==> src/rtl/instr_issue_pkg.sv <==
// Shared definitions for the instruction fetch/decode/issue block:
// opcodes, instruction field positions, FSM encoding and the control-word layout.
package instr_issue_pkg;

    localparam logic [3:0] OP_JMP  = 4'hE;
    localparam logic [3:0] OP_HALT = 4'hF;

    localparam int OP_MSB  = 15;
    localparam int OP_LSB  = 12;
    localparam int RD_MSB  = 11;
    localparam int RD_LSB  = 8;
    localparam int RS1_MSB = 7;
    localparam int RS1_LSB = 4;
    localparam int RS2_MSB = 3;
    localparam int RS2_LSB = 0;

    typedef enum logic [2:0] {
        S_IDLE   = 3'd0,
        S_FETCH  = 3'd1,
        S_DECODE = 3'd2,
        S_ISSUE  = 3'd3,
        S_HALTED = 3'd4
    } state_t;

    typedef struct packed {
        logic [3:0] sel;
        logic [3:0] rd;
        logic [3:0] rs1;
        logic [3:0] rs2;
        logic       write;
    } cw_t;

endpackage

==> src/rtl/instr_issue_decode.sv <==
// Combinational instruction decode: splits the instruction register into a
// control word and flags the two control-flow opcodes.
module instr_decode
    import instr_issue_pkg::*;
#(
    parameter int PC_W = 8
) (
    input  logic [15:0]     ir,
    output cw_t             cw,
    output logic            is_jmp,
    output logic            is_halt,
    output logic [PC_W-1:0] jmp_target
);

    logic [7:0] target_raw;

    always_comb begin
        cw       = '0;
        cw.sel   = ir[OP_MSB:OP_LSB];
        cw.rd    = ir[RD_MSB:RD_LSB];
        cw.rs1   = ir[RS1_MSB:RS1_LSB];
        cw.rs2   = ir[RS2_MSB:RS2_LSB];
        // r0 is never written
        cw.write = (ir[RD_MSB:RD_LSB] != 4'd0);
    end

    assign is_jmp     = (ir[OP_MSB:OP_LSB] == OP_JMP);
    assign is_halt    = (ir[OP_MSB:OP_LSB] == OP_HALT);
    assign target_raw = {ir[RS1_MSB:RS1_LSB], ir[RS2_MSB:RS2_LSB]};
    // size cast truncates or zero-extends the 8-bit target to the PC width
    assign jmp_target = PC_W'(target_raw);

endmodule

==> src/rtl/instr_issue.sv <==
// Instruction issue sequencer: fetches one 16-bit instruction, decodes it and
// hands a control word to the register bank / ALU controller via valid/ready.
module instr_issue
    import instr_issue_pkg::*;
#(
    parameter int              PC_W     = 8,
    parameter logic [PC_W-1:0] START_PC = '0
) (
    input  logic            clk,
    input  logic            rst,
    input  logic            start,
    output logic            imem_req,
    output logic [PC_W-1:0] imem_addr,
    input  logic            imem_ack,
    input  logic [15:0]     imem_data,
    output logic            cw_valid,
    input  logic            cw_ready,
    output logic [3:0]      cw_sel,
    output logic [3:0]      cw_rd,
    output logic [3:0]      cw_rs1,
    output logic [3:0]      cw_rs2,
    output logic            cw_write,
    output logic [PC_W-1:0] pc,
    output logic            busy,
    output logic            halted
);

    state_t          state;
    logic [15:0]     ir;
    cw_t             cw_q;
    cw_t             dec_cw;
    logic            dec_jmp;
    logic            dec_halt;
    logic [PC_W-1:0] dec_target;

    instr_decode #(.PC_W(PC_W)) u_decode (
        .ir         (ir),
        .cw         (dec_cw),
        .is_jmp     (dec_jmp),
        .is_halt    (dec_halt),
        .jmp_target (dec_target)
    );

    // Status outputs are registered alongside the state so they change on the
    // same edge as the state they describe.
    always_ff @(posedge clk or negedge rst) begin
        if (!rst) begin
            state    <= S_IDLE;
            pc       <= START_PC;
            ir       <= '0;
            cw_q     <= '0;
            imem_req <= 1'b0;
            cw_valid <= 1'b0;
            busy     <= 1'b0;
            halted   <= 1'b0;
        end else begin
            case (state)
                S_IDLE, S_HALTED: begin
                    if (start) begin
                        pc       <= START_PC;
                        state    <= S_FETCH;
                        imem_req <= 1'b1;
                        busy     <= 1'b1;
                        halted   <= 1'b0;
                    end
                end
                S_FETCH: begin
                    if (imem_ack) begin
                        ir       <= imem_data;
                        state    <= S_DECODE;
                        imem_req <= 1'b0;
                    end
                end
                S_DECODE: begin
                    if (dec_halt) begin
                        state  <= S_HALTED;
                        busy   <= 1'b0;
                        halted <= 1'b1;
                    end else if (dec_jmp) begin
                        pc       <= dec_target;
                        state    <= S_FETCH;
                        imem_req <= 1'b1;
                    end else begin
                        cw_q     <= dec_cw;
                        state    <= S_ISSUE;
                        cw_valid <= 1'b1;
                    end
                end
                S_ISSUE: begin
                    // cw_q is left untouched so the fields keep the last issued word
                    if (cw_ready) begin
                        pc       <= pc + PC_W'(1);
                        state    <= S_FETCH;
                        cw_valid <= 1'b0;
                        imem_req <= 1'b1;
                    end
                end
                default: begin
                    state    <= S_IDLE;
                    imem_req <= 1'b0;
                    cw_valid <= 1'b0;
                    busy     <= 1'b0;
                    halted   <= 1'b0;
                end
            endcase
        end
    end

    assign imem_addr = pc;
    assign cw_sel    = cw_q.sel;
    assign cw_rd     = cw_q.rd;
    assign cw_rs1    = cw_q.rs1;
    assign cw_rs2    = cw_q.rs2;
    assign cw_write  = cw_q.write;

endmodule

==> config.mk <==
export PLATFORM = sky130hd
export DESIGN_NAME = instr_issue
export DESIGN_NICKNAME = d
export VERILOG_FILES = /design/src/rtl/instr_issue_pkg.sv /design/src/rtl/instr_issue_decode.sv /design/src/rtl/instr_issue.sv
export SDC_FILE = /design/constraint.sdc
export NUM_CORES = 1
export LEC_CHECK = 0
export CORE_MARGIN = 2
export CORE_UTILIZATION = 53
export CTS_CLUSTER_SIZE = 24
export DETAILED_ROUTE_END_ITERATION = 8
export PLACE_DENSITY = 0.94
export SYNTH_ARGS = -nofsm -noshare
export SYNTH_HDL_FRONTEND = slang
export SYNTH_HIERARCHICAL = 1
export SYNTH_SLANG_ARGS = --single-unit
==> constraint.sdc <==
create_clock -name clk -period 5.1 [get_ports clk]
set_input_delay 1.53 -clock clk [delete_from_list [all_inputs] [get_ports clk]]
set_output_delay 1.53 -clock clk [all_outputs]
set_load 0.01 [all_outputs]
; Word level (Yosys, flattened, before mapping)
; Cells that the tools add are included.
[totals]
reg_bits = 48
latch_bits = 0
ram_bits = 0
rom_bits = 0
in_bits = 21
word_cells = 69
mem_count = 0
[op_classes]
n_addsub = 1
multipliers = 0
div = 0
n_lt_le_gt_ge = 0
eq_ne = 13
shifts = 0
n_mux = 26
bitwise = 4
n_reduce_logical = 13
[op_table]
columns = op, count
row1 = $mux 8, 4
row2 = $pmux 8 s3, 1
row3 = $ne 2x2->1 const B, 7
row4 = $mux 3, 4
row5 = $pmux 3 s4, 1
row6 = $mux 1, 11
row7 = $reduce_and 5->1, 2
row8 = $pmux 1 s3, 3
row9 = $reduce_and 3->1, 3
row10 = $add 8x1->8 const B, 1
row11 = $eq 4x4->1 const B, 2
row12 = $eq 3x2->1 const B, 2
row13 = $not 1->1, 4
row14 = $pmux 1 s4, 1
row15 = $reduce_and 4->1, 1
row16 = $reduce_bool 4->1, 1
row17 = $reduce_or 2->1, 2
row18 = $eq 3x1->1 const B, 1
row19 = $eq 3x3->1 const B, 1
row20 = $logic_not 3->1, 1
row21 = $reduce_bool 3->1, 1
row22 = $reduce_or 3->1, 1
row23 = $mux 2, 1
row24 = $reduce_and 2->1, 1

; Depth between registers and ports, before layout
[logic_depth]
word_depth = 4
depth_mapped = 6
depth_no_buf = 5

; Hierarchy
; Netlist, hierarchy kept.
[modules_own_cells]
columns = mod, n_inst, cells_per_inst, area_each_um2, seq_area_each_um2
row1 = instr_issue, 1, 185, 2238.4, 1201.2
row2 = instr_decode, 1, 27, 206.4, 0.0

; Least setup slack after synthesis
; OpenSTA, ideal clock, no wires.
[synth_timing]
path_type = input port to flip-flop
startpoint = input imem_ack
endpoint = register ir[10]
t_arrival_ns = 2.527
required_ns = 4.975
path_slack_ns = 2.448
path_stages = 4
n_path_buf = 1
path_cell_list = nand2_1 -> nor3_2 -> buf_2 -> mux2_2
[synth_between]
elab_chain_len = 1
[synth_lines]
columns = item, line_no
row1 = "start, declared", instr_issue.sv:14  ; input logic imem_ack,
row2 = $reduce_and 2->1 (no source line), n/a
row3 = "end signal, assigned", instr_issue.sv:69  ; ir <= imem_data;
row4 = "end, declared", instr_issue.sv:29  ; logic [15:0] ir;
; Every way passes these cells.
; A chain may end at the register's enable or synchronous reset.

; Final worst setup path
[layout_timing]
startpoint = input cw_ready
endpoint = register pc[2], in the netlist imem_addr[2]
[layout_between]
elab_chain_len = 2
[layout_lines]
columns = item, line_no
row1 = "start, declared", instr_issue.sv:17  ; input logic cw_ready,
row2 = $ne 2x2->1 (no source line), n/a
row3 = $reduce_and 5->1 (no source line), n/a
row4 = "end signal, assigned", instr_issue.sv:80  ; pc <= dec_target;
row5 = "end signal, assigned", instr_issue.sv:92  ; pc <= pc + PC_W'(1);
row6 = "end, declared", instr_issue.sv:23  ; output logic [PC_W-1:0] pc,
; Every way passes these cells.

==> flow_results.org <==
** Synth
- After synthesis the cells add up to 2440 µm².
- Yosys mapped a number of flops with a built-in enable equal to 0.
- Most area-consuming cells after synthesis :: dfrtp_1 49%, mux2_2 15%, buf_4 9.8%
- The most used flip-flop cell after synthesis is dfrtp_1.
- Number of synthesis warnings :: 6
- The netlist uses 45 different library cells.
- FF+latch count, synth :: 48
- In the synthesized netlist the async set-or-reset flop fraction comes to 1.00.
- The most common cell in the synthesized netlist is dfrtp_1.
- Top cell type's share of synthesized area :: 0.491
- Top cell types by occurrence after synthesis :: 48 x dfrtp_1, 33 x mux2_2, 32 x buf_4
- Each instance of the synthesized netlist takes up on average around 12 µm².
- Register area share after synthesis :: 0.491
- Synthesis produced a netlist whose cell count is 212.
- When the netlist entered floorplanning its net count stood at 234.
- The biggest area contributor in the post-synthesis netlist is dfrtp_1.

** CTS
- Buffers inserted during clock tree synthesis total 5.
- At the later pin of the worst-skew pair, clock insertion delay measures 290 ps.
- The H-tree was split into 2 levels.
- Total setup buffers inserted after CTS :: 0
- TritonCTS built the clock tree.
- The clock passes through at most 2 buffers.
- Number of sinks on the clock net :: 48
- After clock tree synthesis, the clock-pin slew on the worst setup and hold paths is roughly 80 ps.
- Count of hold-fix buffers inserted at cts :: 0
- Clock tree synthesis selected as its root buffer the cell clkbuf_8.
- The number of gates resized after CTS was 0.

** Layout
- The area growth from synthesis to layout is 18.2%.
- Number of inserted diodes :: 0
- Layout cell share with drive strength beyond 1 :: 0.197
- Final standard cell area without fillers :: 2890 µm²
- The net count of the finished layout is 259.

** Power
- Power per unit of standard cell area :: 628 nW/µm²
- Worst ir drop on vdd :: 0.000315 V
- Summed over all cells, the static leakage comes to 1.17 nW.

** Critical path
- Worst setup path class :: input port to flop
- Sort of element at the end of the critical path :: flop
- The endpoint identified for the worst register-to-register timing path is imem_addr[2].
- Worst setup SP type :: input port
- STA puts the critical path data required time at between 5000 and 6000 ps.
- R2R Path Start :: state[0]
- Of all nets on the critical path, the largest fanout is 17.
- Data arrives at the worst endpoint at around 3300 ps.
- Across all register-to-register paths, the minimum setup slack is 2950 ps.
- The number of cells on the worst reg-to-reg path is 4.

** Place
- Detailed placement finished with a half-perimeter wire length of between 3000 and 4000 µm.
- The congestion estimate from routability-driven global placement came to around 0.80.
- Placed cell area :: ~2800 µm²
- Quantity of I/O buffers inserted on ports :: 57

** Drt
- Dividing the detail-routed wire length by the instance count gives 15.8 µm.
- Iteration-0 DRC Markers :: around 110
- Final wirelength :: 4580 µm
- The final route contains ~1600 vias.
- Antenna Violating Nets Remaining :: 0
- Number of detailed-route iterations in the first pass :: 4
- Count of unresolved DRC violations after routing :: 0
- After detailed routing, the number of vias per cell comes to 5.64.

** Die
- Std cell rows :: 24
- Starting density of the core :: 0.554
- Die Y :: 71.9 µm
- Die width :: 71.9 µm
- The floorplan step defined a die boundary enclosing 5170 µm².
- Io pins :: 58
- The core region is 4410 µm².

** Timing
- Min Tclk post-route :: 3130 ps
- Setup repair after global routing left no endpoint under its margin.
- Final hold vios :: 0
- Measured against its own limit, the worst slew margin works out to 0.322.
- Setup violations remaining at the end of the flow were counted as 0.
- Of the available clock period, the critical path in the final layout requires 0.614.
- For the final routed database, the setup TNS stands at 0 ps.
- On the final layout, the worst clock skew is 7.84 ps.
- Pin slew with the least headroom to its limit :: 1020 ps
- Highest clock frequency the design can meet :: 0.319 GHz
- The final count of pins violating max slew came to 0.

** GRT
- Antenna violations before repair :: 0
- The number of global-route vias before repair was 1640.
- Largest net degree at the start of global routing :: 49
- Overall overflow remaining after global route :: 0
- All-Layer GR Usage :: 0.193
- The first global-routing pass estimated around 7600 µm of wire.

** Outcome
- Run status :: finished clean

** Min path
- Path category of the worst min-delay check :: flop to flop
- Hold depth :: 1
- Worst Hold Endpoint :: cw_rd[0]
- Hold Crit Start :: cw_rd[0]

** Job
- Max-cap violations in this run came to 0.
[cells in the final DEF, fill, tap and decap left out, drive strengths merged, types with 2 or more instances in the layout]
cell type	n
a221o	2
a211oi	2
nor2b	3
or4	2
o21ai	13
a21oi	6
nor3	2
buf	2
nand2b	5
nor2	8
nor4b	2
and4	2
nand3	5
clkbuf	8
nand2	12
clkdlybuf4s50	56
nor3b	4
o31a	2
mux2	33
dfrtp	48
[metal layers]
layer | vias to the layer above | wire, µm | GRT usage | share of wire
li1 | 776 | - | - | -
met1 | 798 | 1850 | 0.233 | 0.40
met2 | 56 | 2390 | 0.333 | 0.52
met3 | 6 | 301 | 0.0611 | 0.066
met4 | 0 | 45 | 0.0545 | 0.0098
met5 | - | 0 | 0 | 0
[how the worst max path moves through the flow]
| stage | startpoint | end | slack (ps) | cells past startpoint |
|---|---|---|---|---|
| 4_1_cts | cw_ready | imem_addr[2] | 1990 | 5 |
| 2_1_floorplan | imem_ack | ir[10] | 2450 | 4 |
| 3_3_place_gp | cw_ready | imem_addr[3] | 1750 | 5 |
| 6_report | cw_ready | imem_addr[2] | 1970 | 5 |
| 3_5_place_dp | cw_ready | imem_addr[2] | 1670 | 5 |
| 5_1_grt | cw_ready | imem_addr[3] | 1880 | 5 |
[cell type report]
class	count	area, µm²
Clock buffer	8	90.1
Tap cell	52	65.1
Multi-Input combinational cell	122	952
Timing Repair Buffer	58	573
Fill cell	350	1530
Sequential cell	48	1200
Inverter	2	7.51
[where the power goes]
group	internal, mW	switching [mW]	leakage (nW)	total (mW)
Sequential	0.566	0.181	0.573	0.747
Combinational	0.498	0.341	0.555	0.839
Clock	0.111	0.116	0.0455	0.227
Total	1.17	0.638	1.17	1.81
[critical path: stages]
cell and delay (ps):
clkdlybuf4s50_1 440, and2_1 210, a221oi_4 580, o21ai_0 210, a221o_1 340
[per-stage QoR]
step	worst slack, ps	power, mW	hold slack [ps]	instances	util
6_report	1970	1.81	510	290	0.654
3_3_place_gp	1750	1.56	492	282	0.634
3_5_place_dp	1670	1.60	493	282	0.634
2_1_floorplan	2450	1.37	496	212	-
5_1_grt	1880	1.95	535	290	0.654
4_1_cts	1990	1.83	512	290	0.654
[sequential cells by signal, indices dropped and copies added, names as in the netlist]
signal / count
ir: 16
imem_addr: 8
cw_rd: 4
cw_rs1: 4
cw_rs2: 4
cw_sel: 4
state: 3
busy: 1
cw_valid: 1
cw_write: 1
halted: 1
imem_req: 1
[cells by family (layout without fill, tap and decap cells)]
group / count (synthesis) / count (layout) / synth area share
buffers and inverters: 42 / 68 / 0.119
adders and majority gates: 1 / 1 / 0.00512
and+or+nand+nor: 51 / 51 / 0.123
muxes: 34 / 34 / 0.156
AOI/OAI and AO/OA: 36 / 36 / 0.105
DFF: 48 / 48 / 0.491
Power figures use the tool's default switching activity.
==> RTL change 1: new RTL, config.mk and constraints unchanged <==
Encoding of `state_t`: now Gray code (3 bits for 5 states).
--- a/src/rtl/instr_issue_pkg.sv
+++ b/src/rtl/instr_issue_pkg.sv
@@ -15,11 +15,11 @@
     localparam int RS2_LSB = 0;
 
     typedef enum logic [2:0] {
-        S_IDLE   = 3'd0,
-        S_FETCH  = 3'd1,
-        S_DECODE = 3'd2,
-        S_ISSUE  = 3'd3,
-        S_HALTED = 3'd4
+        S_IDLE   = 3'b000,
+        S_FETCH  = 3'b001,
+        S_DECODE = 3'b011,
+        S_ISSUE  = 3'b010,
+        S_HALTED = 3'b110
     } state_t;
 
     typedef struct packed {
Formal check against the unedited RTL: same outputs for any inputs over 10 cycles, from zero or initial values and one cycle with rst low; not proved beyond that.
==> RTL change 1 against the unedited design <==
  * Count of clock-buffer cells in the layout decreased by 2
  * Sequential cell count unchanged
  * Combinational power about the same
  * Global-route usage increased by 0.28 points
  * Final area increased by 0.13%
  * Fmax increased by 3.3%
  * Wire length increased by 1.6%
  * Area after synthesis increased by 1.3%
  * Sequential power decreased by 2.7%
  * Total power about the same
  * Critical path type unchanged
  * Worst setup slack improved by 0.10 ns
  * Largest power group unchanged
  * Final cell count decreased by 1.4%
==> RTL change 1: results (changes against the unedited design) <==
[global_routing]
grt_pass1_wl_um = 7910  ; +3.4%
grt_pass1_vias = 1683  ; +2.6%
grt_use_met3_pct = 7.08  ; +0.97 points
grt.busiest_layer = met2
use_met1_pct = 23.4  ; +0.046 points
met2_usage_pct = 32.1  ; -1.2 points
grtUsageTotal_pct = 19.6  ; +0.28 points
antenna_found_initial = 0  ; unchanged
grt_max_degree = 49  ; unchanged

[setup_path]
cp_max_fo = 9  ; -8
cpPeakStageDelay_ns = 0.58  ; about the same
rrSetupSlack_ns = 2.98  ; +0.03 ns
reg2reg_from = state[2]$_DFFE_PN0P_
worstPathArrival_ns = 3.22  ; -0.09 ns
slowest_stage = clkdlybuf4s50_1
path_delay_family = buffers and inverters
ff2ff_path_depth = 4  ; unchanged
r2r-end = cw_rd[3]$_DFFE_PN0P_

[clock_network]
postCtsSetupBuffers = 0  ; unchanged
cts_root_buf = clkbuf_8
htree_levels = 2  ; unchanged
cts_resized = 0  ; unchanged
clk_path_buf_depth = 2  ; unchanged
cts_buffers = 5  ; unchanged
clk_latency_ns = 0.31  ; +0.02 ns
clk_pin_slew_ns = 0.09

[worst_hold_path]
hold_path_class = flop to flop
min_path_cells = 1  ; unchanged
hold_path_startpoint = cw_rs1[3]$_DFFE_PN0P_
min_to = cw_rs1[3]$_DFFE_PN0P_

[cells_and_area]
largest_reg_flops = 16  ; unchanged
final_nets = 255  ; -1.5%
n_antenna_cell = 0  ; unchanged
top_register = ir
layout-drive-gt1-share_pct = 20.5  ; +0.76 points

[detailed_routing]
vias = 1640  ; +0.24%
wl_met2_um = 2360  ; -1.3%
met1_length_um = 1870  ; +1.1%
routed_wl_um = 4650  ; +1.6%
dr.first_iter.drc_count = 94  ; -16%
drt-pass1-iter-count = 5  ; +1
wl_met3_um = 365  ; +21%
top_layer = met4

[synthesis]
ys_top_cells_by_area = dfrtp_1 (49%), mux2_2 (14%), buf_4 (10%)
synthArstFlopShare_pct = 100  ; unchanged
yosysSeqAreaShare_pct = 48.5  ; -0.62 points
ys.flop_type = dfrtp_1
synthTopCellsByCount = dfrtp_1 (48), buf_4 (34), mux2_2 (31), a21oi_1 (10), nor2_1 (10)
syn_nets = 232  ; -0.85%
yosysWarnings = 6  ; unchanged
synthDistinctLibCells = 42  ; -6.7%

[power]
leakage_uw = 0.00117  ; -0.47%
peakVddDrop_mv = 0.304  ; -3.6%

[run_status]
outcome = complete, no violations

[place]
port_buffers = 57  ; unchanged
place_hpwl_um = 3330  ; +1.2%
gp_congestion = 0.897  ; +12%

[flow_run]
drv_cap = 0  ; unchanged

[sta]
max_slew_margin_pct = 32.5  ; +0.36 points
finClkSkew_ns = 0.00807  ; +0.000235 ns

-- RTL change 1: layout make-up --
class                   count  area, um^2
fillers                   327        1520
flip-flops and latches     48        1200
multi-input cells         117         946
repair buffers             57         566
clock buffers               6        82.6
well taps                  52        65.1
clock inverters             2        17.5
inverters                   4        15.0
-- RTL change 1: worst max-delay path by stage --
stage               start                       end  slack [ns]  cells after the start
CTS                 start  imem_addr[0]$_DFFE_PN0P_        2.07                      5
global placement    start  imem_addr[0]$_DFFE_PN0P_        1.78                      5
floorplan           start  imem_addr[0]$_DFFE_PN0P_        2.45                      4
detailed placement  start  imem_addr[0]$_DFFE_PN0P_        1.75                      5
global route        start  imem_addr[0]$_DFFE_PN0P_        2.00                      5
finish              start  imem_addr[0]$_DFFE_PN0P_        2.07                      5
-- RTL change 1: through the flow --
step | setup WS [ns] | instances | hold slack, ns | total power, uW | instance area [um^2]
2_1_floorplan | 2.45 | 210 | 0.496 | 1380 | 2480
3_3_place_gp | 1.78 | 278 | 0.487 | 1540 | 2790
3_5_place_dp | 1.75 | 278 | 0.492 | 1570 | 2790
4_1_cts | 2.07 | 286 | 0.514 | 1820 | 2890
5_1_grt | 2.00 | 286 | 0.530 | 1940 | 2890
6_report | 2.07 | 286 | 0.508 | 1810 | 2890
-- RTL change 1: cells by family after synthesis --
logic type               after synthesis  synth area share [%]
adder cells (fa/ha/maj)                1                 0.505
AND/OR/NAND/NOR                       41                  9.85
multiplexers                          36                  16.8
AO/OA/AOI/OAI                         39                  11.1
flip-flops                            48                  48.5
buffers and inverters                 45                  13.3
-- RTL change 1: power by group --
group	switching (uW)	total, uW	internal [uW]	leakage [uW]
registers	165	727	563	0.000577
clock network	134	248	114	0.0000522
logic	342	838	496	0.000539
==> RTL change 2: new RTL, same flow settings <==
Without the edit above. Make the reset (`rst`) synchronous in one clocked block.
--- a/src/rtl/instr_issue.sv
+++ b/src/rtl/instr_issue.sv
@@ -43,7 +43,7 @@
 
     // Status outputs are registered alongside the state so they change on the
     // same edge as the state they describe.
-    always_ff @(posedge clk or negedge rst) begin
+    always_ff @(posedge clk) begin
         if (!rst) begin
             state    <= S_IDLE;
             pc       <= START_PC;
Check against the original RTL: differs if rst is asserted again (counterexample within 4 cycles, from zero or initial values and one cycle with rst low); with rst held inactive, the same outputs for 10 cycles.
==> RTL change 2 against the unedited design <==
  * Area after synthesis decreased by 3.0%
  * Sequential cell count stayed put
  * Register-to-register slack lost 0.05 ns
  * Critical path depth shrank 1
  * Worst setup slack lost 0.096 ns
  * Via count grew 27%
  * Final cell count up 27%
  * Count of clock-buffer cells in the layout is 2 lower
  * Die area fell by 2.8%
  * Final area fell by 2.9%
  * Wire length increased by 13%
  * Non-clock buffer count is the same
  * Largest cell class is now multi-input gates
Power is not compared: it rests on default switching activity, and its combinational part moved more than twofold at a synthesized area within 25%.
==> RTL change 2: results (changes against the unedited design) <==
[place]
placed_cells = 361  ; +28%
gp_congestion = 0.885  ; +11%
pre_cts_ws_ns = 1.60  ; -0.0764 ns
place_hpwl_um = 3560  ; +8.2%

[setup_path]
cp_max_fo = 31  ; +14
rrSetupSlack_ns = 2.90  ; -0.05 ns
worstPathArrival_ns = 3.43  ; +0.12 ns

[synthesis]
ys.flop_type = dfxtp_1
synthTopCellsByCount = nand2_1 (78), dfxtp_1 (48), a21oi_1 (45), buf_4 (35)
synthDistinctLibCells = 47  ; +4.4%
synthArstFlopShare_pct = 0  ; -100 points
ys_top_cells_by_area = dfxtp_1 (41%), nand2_1 (12%), buf_4 (11%)
syn_nets = 321  ; +37%
yosysSeqAreaShare_pct = 40.5  ; -8.6 points

[cells_and_area]
clk_share_pct = 4.32  ; +1.2 points
layout-drive-gt1-share_pct = 5.68  ; -14 points
nonClkBufAreaFrac_pct = 20.6  ; +0.76 points
fillers = 378  ; +8.0%
nMultiInputCombCells = 197  ; +61%
multi_input_area_share_pct = 37.7  ; +4.8 points
num-clock-buffers = 6  ; -2
utilization_pct = 64.9  ; -0.55 points

[power]
fin_total_pwr_uw = 791

[global_routing]
grt_max_degree = 32  ; -35%
grt_pass1_wl_um = 8350  ; +9.2%
grt_use_met3_pct = 3.70  ; -2.4 points
grtUsageTotal_pct = 20.8  ; +1.5 points
grt_pass1_vias = 1911  ; +17%
met2_usage_pct = 35.4  ; +2.1 points

[detailed_routing]
routed_wl_um = 5190  ; +13%
met1_length_um = 2180  ; +18%
wl_met2_um = 2540  ; +6.4%
via_per_inst = 5.61  ; -0.51%

[run_status]
outcome = complete, no violations

[sta]
holdWs_ns = 0.456  ; -0.0535 ns
finClkSkew_ns = 0.00643  ; -0.00141 ns
post-route-period-util_pct = 63.3  ; +1.9 points

-- RTL change 2: cell types whose count changed after synthesis, sizes merged, moves of 3 or more --
cell and change:
o22ai +4, dfrtp -48, dfxtp +48, o21ai -7, nand2b -3, inv +4
a21oi +39, mux2 -31, clkbuf +6, nand2 +66, nor3 +3
-- RTL change 2: path summary, 6_finish.rpt --
kind	depth (start not counted)	to	startpoint
worst min register to register	2	cw_rs2[2]$_SDFFE_PN0P_	cw_rs2[2]$_SDFFE_PN0P_
worst max-delay path	4	state[1]$_SDFFE_PN0P_	rst
worst min-delay path	2	cw_rs2[2]$_SDFFE_PN0P_	cw_rs2[2]$_SDFFE_PN0P_
worst max register to register	4	cw_rs2[1]$_SDFFE_PN0P_	state[1]$_SDFFE_PN0P_
-- RTL change 2: cell families after synthesis --
kind of cell	Yosys count	share of synthesized area [%]
AO/OA/AOI/OAI	71	17.8
adder cells (fa/ha/maj)	1	0.527
buffers and inverters	54	14.9
flip-flops	48	40.5
multiplexers	2	0.949
AND/OR/NAND/NOR	123	25.4
